## src/rtl/pc_branch_unit_pkg.sv

```systemverilog
// Shared encodings for the PC / control-flow unit: branch, jump and trap-cause
// codes plus the FSM states.
package pc_branch_unit_pkg;

  typedef enum logic [2:0] {
    BRANCH_NONE = 3'd0,
    BRANCH_EQ   = 3'd1,
    BRANCH_NE   = 3'd2,
    BRANCH_LT   = 3'd3,
    BRANCH_GE   = 3'd4,
    BRANCH_LTU  = 3'd5,
    BRANCH_GEU  = 3'd6
  } branch_type_e;

  typedef enum logic [1:0] {
    JUMP_NONE = 2'd0,
    JUMP_JAL  = 2'd1,
    JUMP_JALR = 2'd2
  } jump_type_e;

  typedef enum logic [1:0] {
    CAUSE_NONE       = 2'd0,
    CAUSE_MISALIGNED = 2'd1,
    CAUSE_EXTERNAL   = 2'd2
  } cause_e;

  typedef enum logic {
    ST_RUN   = 1'b0,
    ST_FLUSH = 1'b1
  } state_e;

endpackage

```

## src/rtl/pc_branch_unit_compare.sv

```systemverilog
// Combinational branch condition evaluator; undefined codes never take.
module branch_compare
  import pc_branch_unit_pkg::*;
#(
  parameter int XLEN = 32
) (
  input  logic [XLEN-1:0] rs1_data,
  input  logic [XLEN-1:0] rs2_data,
  input  logic [2:0]      branch_type,
  output logic            taken_cond
);

  always_comb begin
    taken_cond = 1'b0;
    case (branch_type)
      BRANCH_EQ:  taken_cond = (rs1_data == rs2_data);
      BRANCH_NE:  taken_cond = (rs1_data != rs2_data);
      BRANCH_LT:  taken_cond = ($signed(rs1_data) <  $signed(rs2_data));
      BRANCH_GE:  taken_cond = ($signed(rs1_data) >= $signed(rs2_data));
      BRANCH_LTU: taken_cond = (rs1_data <  rs2_data);
      BRANCH_GEU: taken_cond = (rs1_data >= rs2_data);
      default:    taken_cond = 1'b0;
    endcase
  end

endmodule

```

## src/rtl/pc_branch_unit.sv

```systemverilog
// Architectural PC owner: sequential advance, branch/JAL/JALR redirect,
// misaligned-target and external traps, and a post-redirect flush window.
module pc_branch_unit
  import pc_branch_unit_pkg::*;
#(
  parameter int              XLEN         = 32,
  parameter logic [XLEN-1:0] RESET_VECTOR = '0,
  parameter logic [XLEN-1:0] TRAP_VECTOR  = XLEN'(32'h100),
  parameter int              FLUSH_CYCLES = 1,
  parameter int              ALIGN_BITS   = 2
) (
  input  logic            clock,
  input  logic            reset,
  input  logic            step,
  input  logic [XLEN-1:0] rs1_data,
  input  logic [XLEN-1:0] rs2_data,
  input  logic [XLEN-1:0] immediate,
  input  logic [2:0]      branch_type,
  input  logic [1:0]      jump_type,
  input  logic            trap_request,
  input  logic            trap_return,
  output logic [XLEN-1:0] pc,
  output logic [XLEN-1:0] link_address,
  output logic            taken,
  output logic            busy,
  output logic [XLEN-1:0] epc,
  output logic [1:0]      cause
);

  // Every redirect lands here; with no flush window we simply stay in RUN.
  localparam state_e     REDIR_STATE = (FLUSH_CYCLES > 0) ? ST_FLUSH : ST_RUN;
  localparam logic [3:0] FLUSH_LOAD  = 4'(FLUSH_CYCLES);

  state_e          state, state_n;
  logic [3:0]      flush_cnt, flush_cnt_n;
  logic [XLEN-1:0] pc_n, link_n, epc_n;
  logic [1:0]      cause_n;
  logic            taken_n;

  logic            taken_cond, is_jump, redirect, misaligned;
  logic [XLEN-1:0] pc_plus4, target;

  branch_compare #(.XLEN(XLEN)) u_cmp (
    .rs1_data   (rs1_data),
    .rs2_data   (rs2_data),
    .branch_type(branch_type),
    .taken_cond (taken_cond)
  );

  assign pc_plus4   = pc + XLEN'(4);
  assign is_jump    = (jump_type != JUMP_NONE);
  assign redirect   = is_jump || taken_cond;
  assign target     = (jump_type == JUMP_JALR) ? ((rs1_data + immediate) & ~XLEN'(1))
                                               : (pc + immediate);
  assign misaligned = |target[ALIGN_BITS-1:0];
  assign busy       = (state == ST_FLUSH);

  always_comb begin
    state_n     = state;
    flush_cnt_n = flush_cnt;
    pc_n        = pc;
    link_n      = link_address;
    epc_n       = epc;
    cause_n     = cause;
    taken_n     = 1'b0;
    if (trap_request) begin
      epc_n       = pc;
      cause_n     = CAUSE_EXTERNAL;
      pc_n        = TRAP_VECTOR;
      taken_n     = 1'b1;
      state_n     = REDIR_STATE;
      flush_cnt_n = FLUSH_LOAD;
    end else if (trap_return) begin
      pc_n        = epc;
      cause_n     = CAUSE_NONE;
      taken_n     = 1'b1;
      state_n     = REDIR_STATE;
      flush_cnt_n = FLUSH_LOAD;
    end else if (state == ST_FLUSH) begin
      flush_cnt_n = flush_cnt - 4'd1;
      if (flush_cnt == 4'd1) state_n = ST_RUN;
    end else if (step) begin
      if (!redirect) begin
        pc_n = pc_plus4;
      end else begin
        taken_n     = 1'b1;
        state_n     = REDIR_STATE;
        flush_cnt_n = FLUSH_LOAD;
        if (!misaligned) begin
          pc_n = target;
          if (is_jump) link_n = pc_plus4;
        end else begin
          pc_n    = TRAP_VECTOR;
          epc_n   = pc;
          cause_n = CAUSE_MISALIGNED;
        end
      end
    end
  end

  always_ff @(posedge clock) begin
    if (reset) begin
      state        <= ST_RUN;
      flush_cnt    <= '0;
      pc           <= RESET_VECTOR;
      link_address <= '0;
      epc          <= '0;
      cause        <= CAUSE_NONE;
      taken        <= 1'b0;
    end else begin
      state        <= state_n;
      flush_cnt    <= flush_cnt_n;
      pc           <= pc_n;
      link_address <= link_n;
      epc          <= epc_n;
      cause        <= cause_n;
      taken        <= taken_n;
    end
  end

endmodule

```

## config.mk

```make
export PLATFORM = sky130hd
export DESIGN_NAME = pc_branch_unit
export DESIGN_NICKNAME = d
export VERILOG_FILES = /design/src/rtl/pc_branch_unit_pkg.sv /design/src/rtl/pc_branch_unit_compare.sv /design/src/rtl/pc_branch_unit.sv
export SDC_FILE = /design/constraint.sdc
export NUM_CORES = 1
export LEC_CHECK = 0
export CAP_MARGIN = 15
export CORE_AREA = 8 8 123 210
export CTS_BUF_LIST = sky130_fd_sc_hd__clkbuf_8
export DETAILED_ROUTE_END_ITERATION = 8
export DIE_AREA = 0 0 131 218
export PLACE_DENSITY = 0.66
export SLEW_MARGIN = 20
export SYNTH_ARGS = -nofsm -noshare
export SYNTH_HDL_FRONTEND = slang
export SYNTH_HIERARCHICAL = 1
export SYNTH_SLANG_ARGS = --single-unit
```

## constraint.sdc

```tcl
create_clock -name clock -period 10.9 [get_ports clock]
set_clock_uncertainty 0.2 [all_clocks]
set_input_delay 2.18 -clock clock [delete_from_list [all_inputs] [get_ports clock]]
set_output_delay 2.18 -clock clock [all_outputs]
set_load 0.005 [all_outputs]
```

Word level (Yosys, flattened, before mapping)
Index checks and enable logic that the tools add are counted.

Flip-flop bits (word level): 104. Word-level logic and storage cells: 94.

Add/sub/neg operators: 4. Magnitude comparators: 4. Eq/ne operators: 14. Mux-type cells: 34. Bitwise gates (word level): 4. Reduce and logical (&&, ||, !) cells: 24.

Operator list (count): two-way mux 32 bit (12); adder 32 bit (2); >= comparator 32 bit (2); < comparator 32 bit (2); adder 32 x 3 -> 32 bit (second input constant) (1); equality test 32 bit (1); inequality test 32 bit (1); nonzero test 2 bit (7); two-way mux 2 bit (6); two-way mux 4 bit (3); two-way mux 1 bit (11); equality test 3 bit (second input constant) (3); two-way mux 9 bit (1); nonzero test 3 bit (3); AND reduction 2 bit (4); AND reduction 4 bit (2); nonzero test 4 bit (2); AND reduction 7 bit (1); equality test 3 x 2 -> 1 bit (second input constant) (2); inequality test 2 bit (second input constant) (3); one-hot mux 1 bit (6 select lines) (1); AND reduction 5 bit (1); equality test 4 x 1 -> 1 bit (second input constant) (1); NOT 1 bit (4); other kinds (7) (8).

Logic depth before layout (Yosys ltp)
Depth after elaboration: 9. Mapped depth: 18.

Cells and area by module
Netlist, hierarchy kept.

Modules (own cells, without submodules): pc_branch_unit (times used 1, cells an instance 1081, area an instance 8090.3 µm², seq. area each 2082.0 µm²); branch_compare (times used 1, cells an instance 129, area an instance 932.1 µm², seq. area each 0.0 µm²).

Worst setup path before layout
No wires, ideal clock.

Kind: input-to-reg. Start point: input rs2_data[5]. End point: register epc[2]. Library setup time: 0.132 ns. Data arrival time: 5.506 ns. Required time: 10.568 ns. Setup slack: 5.061 ns. Stages: 18. Path buffers: 2. Cells stage by stage: inv_1 ha_1 a21o_1 a21o_1 a2111oi_4 o21ai_2 or4_1 a31o_1 o211a_1 nor3_1 nor2_1 nand3_1 nor2_1 or2_2 clkbuf_1 clkbuf_1 nand2_1 a21oi_1.

Cells in the longest elaborated chain, start to end: 5. Elaborated cells between the ends (all ways): 10. Those cells by class: 4 x order compare; 2 x eq/ne; 1 x mux; 3 x reduce/logical.

RTL lines: from (decl) (RTL line pc_branch_unit.sv:16) `input logic [XLEN-1:0] rs2_data,`; >= comparator 32 bit (tied with other cells) (RTL line pc_branch_unit_compare.sv:21) `BRANCH_GEU: taken_cond = (rs1_data >= rs2_data);`; one-hot mux 1 bit (6 select lines) (*) (RTL line pc_branch_unit_compare.sv:15) `case (branch_type)`; via taken_cond (RTL line pc_branch_unit.sv:40) `logic taken_cond, is_jump, redirect, misaligned;`; logical OR 1 bit (*) (RTL line pc_branch_unit.sv:52) `assign redirect = is_jump || taken_cond;`; nonzero test 2 bit (no line) (*); AND reduction 5 bit (no line) (*); to (signal assigned) (RTL line pc_branch_unit.sv:115) `epc <= epc_n;`; to (decl) (RTL line pc_branch_unit.sv:26) `output logic [XLEN-1:0] epc,`.

The timed path passes the listed nets; every way through them passes the cells marked *. A chain may end at the register's enable or synchronous reset.

Worst setup path in the final report
Start point: input rs2_data[29]. End point: register epc[20].

Same word-level chain as after synthesis.

==> results.ini <==
[status]
outcome = finished clean

[grt]
overflow = 0
grt_pass1_wl_um = 53700
grt_pass1_vias = 9965
grt_antenna_before_repair = 0
grt_max_degree = 72
groute.usage.overall = 0.246

[routing]
wl_per_cell_um = 21.0
vias = 9691
vias_per_cell = 5.75
drcViolationCount = 0
ant_nets = 0
first_iter_violations = 675
drt-total-wl_um = 35500
drt-pass1-iter-count = 5

[placement]
place_area_um2 = 11300
port_buffers = 205
place_ws_ns = 3.85
place_inst = 1670
routabilityCongestion = 0.932
dp_hpwl_um = 28800

[setup_path]
reg2reg_to = pc[28]$_SDFFE_PP0P_
critical_path.endpoint_type = flip-flop
worst_setup_path_start_kind = input port
reg2reg_depth = 13
path_max_fanout = 23
rrSetupSlack_ns = 7.23
worstPathRequired_ns = 11.01
critical_path_arrival_ns = 6.83
r2r-start = pc[0]$_SDFFE_PP0P_
worstSetupPathType = input port to flip-flop

[clock_tree]
path_clk_slew_ns = 0.11
cts.sinks = 104
cts_tree = built
cts-hold-fix-buffers = 0
cts_made_buffers = 9
cts_setup_buffers = 0
ctsResizeCount = 0
clock-root-buffer = clkbuf_8
clockBufferDepth = 2
cts-htree-levels = 3
clkLatencyLatePin_ns = 0.38

[synthesis]
ys_seq_area_frac = 0.231
synth-edff-count = 0
yosysWarnings = 6
synth_flop_cell = dfxtp_1
syn-cell-area_um2 = 9020
ys_types = 83
syn-num-nets = 1414
ys_ff_latch = 104
async_reset_ff_frac = 0
synth_cells = 1210
syn_avg_cell_area_um2 = 7.46

[final_layout]
insertedDiodeCount = 0
layout.cells.non_filler = 1686
nets = 1581
final_area_um2 = 11500
area_growth_pct = 27.2
drive_gt1_frac = 0.0412

[hold_path]
hp-class = flip-flop to flip-flop
min_path_cells = 2
min_to = epc[29]$_SDFFE_PP0P_
hold_path.startpoint = epc[29]$_SDFFE_PP0P_

[die]
die_w_um = 131
core_area_um2 = 23100
ioPinCount = 206
dieArea_um2 = 28600
die_h_um = 218
start_util = 0.391
rows = 74

[sta]
finalSetupTns_ns = 0
worstMarginPinSlew_ns = 0.974
holdWs_ns = 0.282
hold_viol = 0
slew_viol_final = 0
relSlewSlack = 0.350
setup_viol = 0
fin_crit_ns = 6.72
fmax_ghz = 0.149
rsz0062_at_grt = no
setup_ws_ns = 4.18
min_period_over_period = 0.617

[pwr]
power_density_nw_per_um2 = 90.4
leakagePower_nw = 4.46
ir_drop_uv = 63.9

[flow_run]
maxCapViolCount = 0

==> routing by layer <==
metal,up-vias,GRT usage,share of wire
met5,-,0,0
met4,0,0.188,0.079
met2,339,0.464,0.54
li1,4722,-,-
met3,142,0.0311,0.042
met1,4488,0.231,0.34
==> flip-flops by register name, indices dropped and copies added (netlist names) <==
register and cells:
link_address 32, pc 32, cause 2, flush_cnt 4, busy 1, taken 1
epc 32
==> worst max path at each step <==
stage / start / to / slack (ns) / cells past startpoint
2_1_floorplan: rs2_data[5] / epc[2]$_SDFFE_PP0P_ / 5.06 / 18
3_3_place_gp: rs2_data[29] / epc[27]$_SDFFE_PP0P_ / 3.99 / 18
3_5_place_dp: rs2_data[29] / epc[20]$_SDFFE_PP0P_ / 3.85 / 18
4_1_cts: rs2_data[29] / epc[20]$_SDFFE_PP0P_ / 4.24 / 18
5_1_grt: rs2_data[31] / pc[26]$_SDFFE_PP0P_ / 3.89 / 19
6_report: rs2_data[29] / epc[20]$_SDFFE_PP0P_ / 4.18 / 18
==> where the power goes <==
group	leakage (nW)	internal [mW]	switching, mW
Clock	0.104	0.114	0.145
Combinational	3.52	0.160	0.209
Sequential	0.843	0.390	0.0195
==> cell type report <==
class / count / area, um2
clock buffers: 10 / 138
inverters: 60 / 225
flip-flops and latches: 104 / 2080
multi-input cells: 989 / 6470
well taps: 304 / 380
fillers: 2288 / 11600
clock inverters: 6 / 67.6
repair buffers: 213 / 2110
==> cell usage after synthesis, types with 9 or more instances <==
library cell | n | share of area
clkbuf_1 | 43 | 0.018
ha_1 | 96 | 0.13
nand4_1 | 21 | 0.015
dfxtp_1 | 104 | 0.23
nor2_1 | 112 | 0.047
nand3_1 | 35 | 0.019
a221oi_1 | 14 | 0.014
nand2b_1 | 12 | 0.0083
and3_1 | 14 | 0.0097
a21o_1 | 32 | 0.027
o21ai_1 | 17 | 0.0094
nand2_1 | 145 | 0.060
xor2_1 | 28 | 0.027
nor3_1 | 20 | 0.011
a31oi_1 | 13 | 0.0090
a21oi_1 | 141 | 0.078
o21ai_0 | 61 | 0.034
a211oi_1 | 45 | 0.037
xnor2_1 | 52 | 0.050
inv_1 | 58 | 0.024
mux2i_1 | 10 | 0.011
o211ai_1 | 9 | 0.0075
==> through the flow <==
| stage | util | total power [mW] |
|---|---|---|
| 6_report | 0.498 | 1.04 |
| 3_5_place_dp | 0.489 | 0.785 |
| 4_1_cts | 0.498 | 1.04 |
| 5_1_grt | 0.498 | 1.09 |
| 3_3_place_gp | 0.489 | 0.783 |
| 2_1_floorplan | - | 0.636 |
==> layout by cell type, fill, tap and decap left out, types with 7 or more instances in the layout <==
| cell type | n |
|---|---|
| clkdlybuf4s50_1 | 204 |
| buf_4 | 8 |
| nor2_1 | 110 |
| a21oi_1 | 141 |
| and3_1 | 14 |
| xor2_1 | 28 |
| nand4_1 | 21 |
| a31oi_1 | 13 |
| nor3_1 | 20 |
| nand2b_1 | 12 |
| o211ai_1 | 9 |
| nand2_1 | 145 |
| o31ai_1 | 7 |
| nor2b_1 | 7 |
| o21bai_1 | 7 |
| ha_1 | 96 |
| a221oi_1 | 14 |
| a211oi_1 | 45 |
| o21ai_0 | 61 |
| mux2i_1 | 10 |
| xnor2_1 | 52 |
| dfxtp_1 | 104 |
| nand3_1 | 35 |
| inv_1 | 59 |
| a21o_1 | 32 |
| clkbuf_8 | 10 |
| o21ai_1 | 17 |
==> cell families (layout without fill, tap and decap cells) <==
logic type / count (synthesis) / after routing / synth area share
compound gates: 406 / 406 / 0.291
flops: 104 / 104 / 0.231
xor+xnor: 80 / 80 / 0.0777
buf+inv: 117 / 289 / 0.0531
mux: 11 / 11 / 0.0123
fa+ha+maj: 98 / 98 / 0.138
simple gates: 394 / 394 / 0.197
==> worst max-delay path, cell delays in order <==
cell             delay [ns]
clkdlybuf4s50_1        0.45
inv_1                  0.04
ha_1                   0.29
a21o_1                 0.18
a21o_2                 0.20
a221oi_1               0.44
o21ai_2                0.16
or4_1                  0.53
a31o_1                 0.24
o211a_1                0.20
nor3_1                 0.48
nor2_1                 0.22
nand3_1                0.17
nor2_1                 0.07
nor2_2                 0.37
buf_4                  0.37
nand2_1                0.09
a21oi_1                0.14
(Power assumes the default switching activity.)
